$ cat src/rtl/pic_pkg.sv
// pic_pkg: shared constants for the pic_ctrl interrupt controller register map.
package pic_pkg;
    localparam int NSRC_MAX = 16;
    localparam logic [4:0] OFF_PENDING = 5'h00;
    localparam logic [4:0] OFF_MASK    = 5'h04;
    localparam logic [4:0] OFF_MODE    = 5'h08;
    localparam logic [4:0] OFF_FORCE   = 5'h0C;
    localparam logic [4:0] OFF_ACTIVE  = 5'h10;
    localparam logic [NSRC_MAX-1:0] MODE_RST = {NSRC_MAX{1'b1}};
endpackage

$ cat src/rtl/pic_prio_enc.sv
// pic_prio_enc: 16-bit priority encoder, lowest index wins, id=0 when idle.
module pic_prio_enc
    import pic_pkg::*;
(
    input  logic [NSRC_MAX-1:0] vec,
    output logic [3:0]          id,
    output logic                any
);
    always_comb begin
        id = 4'd0;
        for (int i = NSRC_MAX - 1; i >= 0; i--)
            if (vec[i]) id = 4'(i);
    end
    assign any = |vec;
endmodule

$ cat src/rtl/pic_ctrl.sv
// pic_ctrl: memory-mapped interrupt controller with edge/level sources and priority id.
// Define PIC_SYNC_EN to insert a two-flop synchronizer on irq_src.
module pic_ctrl
    import pic_pkg::*;
#(
    parameter int          NSRC = 16,
    parameter logic [17:0] BASE = 18'h3F000
) (
    input  logic            clk,
    input  logic            rst,
    input  logic            clk_en,
    input  logic [NSRC-1:0] irq_src,
    input  logic [17:0]     mem_addr,
    input  logic            mem_re,
    input  logic [3:0]      mem_we,
    input  logic [31:0]     mem_wdata,
    output logic [31:0]     mem_rdata,
    output logic            sel,
    output logic [15:0]     interrupts,
    output logic            irq_any,
    output logic [3:0]      irq_id
);
    logic [NSRC-1:0] pend_q, pend_d, mask_q, mask_d, mode_q, mode_d;
    logic [NSRC-1:0] hist_q, hist_d, int_q, int_d, smp, edg, w1c, frc, wd;
    logic [31:0]     rdata_q, rdata_d, rd_val;
    logic [1:0]      init_q, init_d;
    logic [4:0]      off;
    logic            wr;
    logic            unused_wdata;

`ifdef PIC_SYNC_EN
    localparam logic [1:0] INIT_CNT = 2'd3;
    logic [NSRC-1:0] s1_q, s2_q;
    always_ff @(posedge clk or posedge rst) begin
        if (rst) begin
            s1_q <= '0;
            s2_q <= '0;
        end else begin
            s1_q <= irq_src;
            s2_q <= s1_q;
        end
    end
    assign smp = s2_q;
`else
    localparam logic [1:0] INIT_CNT = 2'd1;
    assign smp = irq_src;
`endif

    assign sel          = mem_addr[17:5] == BASE[17:5];
    assign off          = mem_addr[4:0];
    assign wd           = mem_wdata[NSRC-1:0];
    assign unused_wdata = ^mem_wdata[31:NSRC];

    // init_q masks edges until history has seen the post-reset level of every source
    always_comb begin
        wr     = clk_en & sel & (mem_we == 4'hF);
        w1c    = (wr && off == OFF_PENDING) ? wd : '0;
        frc    = (wr && off == OFF_FORCE) ? wd : '0;
        edg    = (init_q == 2'd0) ? smp & ~hist_q : '0;
        mask_d = (wr && off == OFF_MASK) ? wd : mask_q;
        mode_d = (wr && off == OFF_MODE) ? wd : mode_q;
        pend_d = (mode_q & ((pend_q & ~w1c) | frc | edg)) | (~mode_q & smp);
        hist_d = smp;
        init_d = (init_q == 2'd0) ? 2'd0 : init_q - 2'd1;
        int_d  = pend_d & mask_d;
        rd_val = off == OFF_PENDING ? 32'(pend_q) :
                 off == OFF_MASK    ? 32'(mask_q) :
                 off == OFF_MODE    ? 32'(mode_q) :
                 off == OFF_ACTIVE  ? 32'(int_q)  : 32'd0;
        rdata_d = (clk_en & mem_re & sel) ? rd_val : rdata_q;
    end

    always_ff @(posedge clk or posedge rst) begin
        if (rst) begin
            pend_q  <= '0;
            mask_q  <= '0;
            mode_q  <= MODE_RST[NSRC-1:0];
            hist_q  <= '0;
            int_q   <= '0;
            rdata_q <= '0;
            init_q  <= INIT_CNT;
        end else begin
            pend_q  <= pend_d;
            mask_q  <= mask_d;
            mode_q  <= mode_d;
            hist_q  <= hist_d;
            int_q   <= int_d;
            rdata_q <= rdata_d;
            init_q  <= init_d;
        end
    end

    assign mem_rdata  = rdata_q;
    assign interrupts = 16'(int_q);

    pic_prio_enc u_prio (
        .vec (interrupts),
        .id  (irq_id),
        .any (irq_any)
    );
endmodule

$ cat config.mk
export PLATFORM = sky130hd
export DESIGN_NAME = pic_ctrl
export DESIGN_NICKNAME = d
export VERILOG_FILES = /design/src/rtl/pic_pkg.sv /design/src/rtl/pic_prio_enc.sv /design/src/rtl/pic_ctrl.sv
export SDC_FILE = /design/constraint.sdc
export NUM_CORES = 1
export LEC_CHECK = 0
export BUFFER_PORTS_ARGS = -buffer_cell sky130_fd_sc_hd__buf_2
export CORE_MARGIN = 5
export CORE_UTILIZATION = 52
export DETAILED_ROUTE_END_ITERATION = 7
export PLACE_DENSITY = 0.81
export SLEW_MARGIN = 20
export SYNTH_ARGS = -nofsm -noshare
export SYNTH_HDL_FRONTEND = slang
export SYNTH_SLANG_ARGS = --single-unit
$ cat constraint.sdc
create_clock -name clk -period 4.2 [get_ports clk]
set_input_delay 0.84 -clock clk [delete_from_list [all_inputs] [get_ports clk]]
set_output_delay 0.84 -clock clk [all_outputs]
set_load 0.02 [all_outputs]
Word level (Yosys, flattened, before mapping):

Cells that the tools add are included.

* flip-flop bits (word level): 114
* input bits: 74
* output and inout bits: 54
* word-level logic and storage cells: 61

* add/sub/neg operators: 1
* eq/ne operators: 6
* muxes and demuxes: 25
* bitwise logic cells: 15
* reductions and logical operators: 7

Operators by type and width (number)
* 16-bit 2-to-1 mux: 8
* 16-bit bitwise AND: 5
* 4-bit 2-to-1 mux: 16
* 16-bit NOT: 3
* 16-bit bitwise OR: 3
* 16-bit OR reduction: 1
* 13-bit == test, second input constant: 1
* 5-bit by 4-bit == test with 1-bit output, second input constant: 2
* 5-bit by 3-bit == test with 1-bit output, second input constant: 1
* 5-bit == test, second input constant: 1
* 5-bit zero test: 1
* 1-bit bitwise AND: 4
* 4-bit == test, second input constant: 1
* 1-bit logical AND: 4
* 2-bit zero test: 1
* 2-bit 2-to-1 mux: 1
* 2-bit by 1-bit subtractor with 2-bit output, second input constant: 1

Longest topological paths before layout:

* depth after elaboration: 16
* gate-level depth with buffers: 8
* gate-level depth less buffers: 5

Cells and area by module:

A second synthesis with hierarchy kept.

* cells, all modules: 477
* area, all modules: 4923.5 um^2

By module, submodules not included
* pic_ctrl: times used 1, cells each 443, area each 4747.1 um^2, seq. area each 2473.6 um^2
* pic_prio_enc: times used 1, cells each 34, area each 176.4 um^2, seq. area each 0.0 um^2

Worst setup path after synthesis:

Ideal clock, no wire load.

* kind: input -> output
* from: in mem_addr[6]
* to: out sel
* arrival: 1.966 ns
* data required time: 3.360 ns
* slack: 1.394 ns
* stages on the path: 4
* path buffers: 2
* cell sequence: or4_4 > nor4_4 > buf_6 > buf_12

* longest elaborated chain between the ends: 1

Ends and longest elaborated chain
* from (decl): line pic_ctrl.sv:13 `input logic [17:0] mem_addr,`
* 13-bit == test: line pic_ctrl.sv:49 `assign sel = mem_addr[17:5] == BASE[17:5];`
* to (decl): line pic_ctrl.sv:18 `output logic sel,`

Every way passes these cells.

Final worst setup path:

Ends and elaborated chain as after synthesis.

==> flow_results.xml <==
<?xml version="1.0" encoding="UTF-8"?>
<metrics>
  <group name="synthesis">
    <metric name="syn_avg_cell_area" unit="µm²">11.88</metric>
    <metric name="largest_family_of_logic_cells_by_synthesized_area" unit="">compound AO/OA/AOI/OAI gates</metric>
    <metric name="synth.cell_area" unit="µm²">4551</metric>
    <metric name="muxShareOfSynthArea" unit="">0.09568</metric>
    <metric name="synth-adder-area-share" unit="">0</metric>
    <metric name="yosys_warnings" unit="">0</metric>
    <metric name="syn-instance-count" unit="">383</metric>
    <metric name="yosys_register_bits" unit="">98</metric>
    <metric name="synth_cell_types" unit="">41</metric>
    <metric name="synth-seq-area-share" unit="">0.5436</metric>
    <metric name="synth_ff_type" unit="">sky130_fd_sc_hd__dfrtp_1</metric>
    <metric name="synth_simple_gate_area_frac" unit="">0.1452</metric>
    <metric name="edff_count_synth" unit="">0</metric>
    <metric name="yosys.area_share.xor_xnor" unit="">0</metric>
    <metric name="synth-compound-area-share" unit="">0.1496</metric>
    <metric name="async_flop_share" unit="">1.000</metric>
  </group>
  <group name="finish">
    <metric name="final_net_count" unit="">555</metric>
    <metric name="fillerInstances" unit="">732</metric>
    <metric name="area_growth" unit="%">15.31</metric>
    <metric name="fin_area" unit="µm²">5248</metric>
    <metric name="most-common-layout-cells" unit="">sky130_fd_sc_hd__buf_2 (95), sky130_fd_sc_hd__dfrtp_1 (81), sky130_fd_sc_hd__nand2_1 (37), sky130_fd_sc_hd__a31oi_1 (32), sky130_fd_sc_hd__and2_1 (28)</metric>
    <metric name="drive_gt1_frac" unit="">0.3745</metric>
    <metric name="layout_commonest_cell" unit="">sky130_fd_sc_hd__buf_2</metric>
    <metric name="instances_no_fill" unit="">594</metric>
    <metric name="antennaDiodeCount" unit="">0</metric>
  </group>
  <group name="worst_setup_path">
    <metric name="crit_chain" unit="">buf_2, or4_4, nor4_4, buf_4, buf_2</metric>
    <metric name="data_required_time_of_the_critical_path" unit="ns">3.36</metric>
    <metric name="cp_num_buf_inv" unit="">3</metric>
    <metric name="critical_path_maximum_fanout" unit="">11</metric>
    <metric name="timing.critical_path.arrival" unit="ns">2.24</metric>
    <metric name="cpMaxStageDelayCell" unit="">sky130_fd_sc_hd__or4_4</metric>
    <metric name="cpLargestDelayFamily" unit="">simple AND/OR/NAND/NOR gates</metric>
    <metric name="path_class" unit="">primary input to output port</metric>
    <metric name="crit_path_top_cell_by_count" unit="">sky130_fd_sc_hd__buf_2</metric>
    <metric name="crit_path_start_kind" unit="">primary input</metric>
    <metric name="slowest_delay" unit="ns">0.54</metric>
    <metric name="crit_path_end_kind" unit="">output port</metric>
  </group>
  <group name="clocking">
    <metric name="cts_tree" unit="">done</metric>
    <metric name="path_clk_slew" unit="ns">0.10</metric>
    <metric name="clk_lat_worst_skew" unit="ns">0.36</metric>
    <metric name="clockRootBuffer" unit="">sky130_fd_sc_hd__clkbuf_8</metric>
    <metric name="tritoncts_buffers" unit="">9</metric>
    <metric name="max-clock-path-buffers" unit="">2</metric>
    <metric name="cts.sink_count" unit="">98</metric>
    <metric name="cts_setup_buffers" unit="">0</metric>
    <metric name="ctsHtreeMaxLevel" unit="">3</metric>
    <metric name="postCtsResizedCells" unit="">0</metric>
    <metric name="cts.hold.buffers_added" unit="">0</metric>
  </group>
  <group name="global_routing">
    <metric name="grt_max_degree" unit="">41</metric>
    <metric name="overflow" unit="">0</metric>
    <metric name="grt_first_pass_wirelength" unit="µm">17880</metric>
    <metric name="number_of_antenna_violations_at_the_first_check_in_global_routing" unit="">1</metric>
    <metric name="grtUsageTotal" unit="">0.2060</metric>
    <metric name="first_global_vias" unit="">3570</metric>
  </group>
  <group name="pwr">
    <metric name="p_leak" unit="nW">2.497</metric>
    <metric name="vdd_ir_drop_max" unit="V">0.0002009</metric>
    <metric name="power_per_cell_area" unit="nW/µm²">333.1</metric>
    <metric name="report.power.total" unit="W">0.001748</metric>
  </group>
  <group name="floorplan">
    <metric name="die_x" unit="µm">103.5</metric>
    <metric name="initial_utilization" unit="">0.5269</metric>
    <metric name="floorplan.io_pins" unit="">128</metric>
    <metric name="floorplan.die.height" unit="µm">103.5</metric>
    <metric name="floorplan.rows" unit="">34</metric>
    <metric name="design.core.area" unit="µm²">8636</metric>
    <metric name="floorplan.die_area" unit="µm²">10720</metric>
  </group>
  <group name="status">
    <metric name="run_status" unit="">complete, no violations</metric>
  </group>
  <group name="detailed_routing">
    <metric name="detail_route.wl_per_cell" unit="µm">18.72</metric>
    <metric name="remaining_drc_errors" unit="">0</metric>
    <metric name="first_pass_iters" unit="">8</metric>
    <metric name="antenna_left" unit="">0</metric>
    <metric name="via_count" unit="">3474</metric>
    <metric name="drt_wl_total" unit="µm">11120</metric>
    <metric name="drt_first_iter_violations" unit="">268</metric>
    <metric name="vias_per_cell" unit="">5.848</metric>
  </group>
  <group name="timing">
    <metric name="setup_tns" unit="ns">0</metric>
    <metric name="number_of_pins_with_negative_max_slew_slack_in_the_final_report" unit="">0</metric>
    <metric name="hold-worst-slack" unit="ns">0.4363</metric>
    <metric name="finalCritPeriodShare" unit="">0.7330</metric>
    <metric name="timing.final.crit_period" unit="ns">3.078</metric>
    <metric name="max_slew_margin" unit="">0.4803</metric>
    <metric name="rsz0062_at_grt" unit="">false</metric>
    <metric name="finalHoldViolations" unit="">0</metric>
    <metric name="fin_skew" unit="ns">0.01235</metric>
    <metric name="finalSetupViolations" unit="">0</metric>
    <metric name="max_freq" unit="MHz">324.8</metric>
    <metric name="timing_worst_slew_pin_value" unit="ns">0.7796</metric>
  </group>
  <group name="hold_path">
    <metric name="hold_path.class" unit="">primary input to async pin</metric>
  </group>
  <group name="place">
    <metric name="port_buffers" unit="">95</metric>
    <metric name="detailed_place.area" unit="µm²">5024</metric>
    <metric name="dp_hpwl" unit="µm">7585</metric>
    <metric name="dp_cells" unit="">578</metric>
    <metric name="gp_routability_congestion" unit="">0.7709</metric>
  </group>
  <group name="flow_run">
    <metric name="cap_viol_max_count" unit="">0</metric>
  </group>
</metrics>
==> worst reg2reg max path, stage by stage, from the launching register on <==
cell and delay (ns):
sky130_fd_sc_hd__dfstp_2 0.55, sky130_fd_sc_hd__or2_2 0.35, sky130_fd_sc_hd__o21ai_0 0.16, sky130_fd_sc_hd__and2_1 0.18, sky130_fd_sc_hd__a311o_1 0.34, sky130_fd_sc_hd__and2_1 0.15
==> cells in the mapped netlist (all sizes together), types with 3 or more instances <==
master / number / area share
a21oi: 3 / 0.0033
a222oi: 16 / 0.035
a311o: 16 / 0.035
a31oi: 32 / 0.044
and2: 33 / 0.045
and3: 4 / 0.0055
buf: 28 / 0.056
clkbuf: 6 / 0.0049
dfrtp: 81 / 0.45
dfstp: 17 / 0.098
inv: 5 / 0.0041
mux2: 32 / 0.096
nand2: 37 / 0.031
nand3: 5 / 0.0082
nor2: 26 / 0.021
nor4: 4 / 0.012
o21ai: 18 / 0.020
or2: 3 / 0.0041
==> routing by layer <==
metal	global-route usage	up-vias	wire length (µm)
li1	-	1576	-
met1	0.2721	1703	4563
met2	0.3415	173	5518
met3	0.04353	20	878
met4	0.06186	2	148
met5	0	-	11
==> metrics by stage <==
| stage | util | worst slack (ns) |
|---|---|---|
| global placement | 0.5817 | 1.026 |
| global route | 0.6077 | 1.052 |
| finish | 0.6077 | 1.122 |
| floorplan | - | 0.8261 |
| detailed placement | 0.5817 | 0.9715 |
| CTS | 0.6077 | 1.129 |
==> registers in the layout, summed over array words and instances, names as in the netlist <==
register	flops
hist_q	16
init_q	2
interrupts	16
mask_q	16
mem_rdata	16
mode_q	16
pend_q	16
==> power by group <==
part / leakage [nW] / internal [W] / switching, W
registers: 1.23 / 0.000960 / 0.00000617
logic: 1.15 / 0.0000364 / 0.0000627
clock network: 0.115 / 0.000342 / 0.000341
total: 2.50 / 0.00134 / 0.000410
==> layout make-up <==
class                           count  area (µm²)  area share
Multi-Input combinational cell    261        1837      0.3500
Timing Repair Buffer              106       558.0      0.1063
Tap cell                          108       135.1     0.02575
Sequential cell                    98        2474      0.4714
Clock inverter                      7       100.1     0.01907
Inverter                            5       20.02    0.003815
Clock buffer                        9       123.9     0.02361
==> worst paths after layout <==
kind | slack [ns] | start | cells after the start | to
min | 0.44 | rst | 2 | interrupts[1]
max in group asynchronous | 2.91 | rst | 3 | mode_q[15]
max | 1.12 | mem_addr[6] | 5 | sel
min reg2reg | 0.52 | init_q[1] | 1 | init_q[1]
max reg2reg | 2.38 | init_q[0] | 5 | interrupts[13]
min in group clk | 0.52 | init_q[1] | 1 | init_q[1]
==> kinds of logic (layout without fill, tap and decap cells) <==
logic type / after synthesis / after routing
AO/OA/AOI/OAI: 92 / 92
multiplexers: 32 / 32
other: 1 / 16
buffers and inverters: 39 / 127
flip-flops: 98 / 98
AND/OR/NAND/NOR: 121 / 121
No activity file was read; power rests on OpenSTA's default activity.
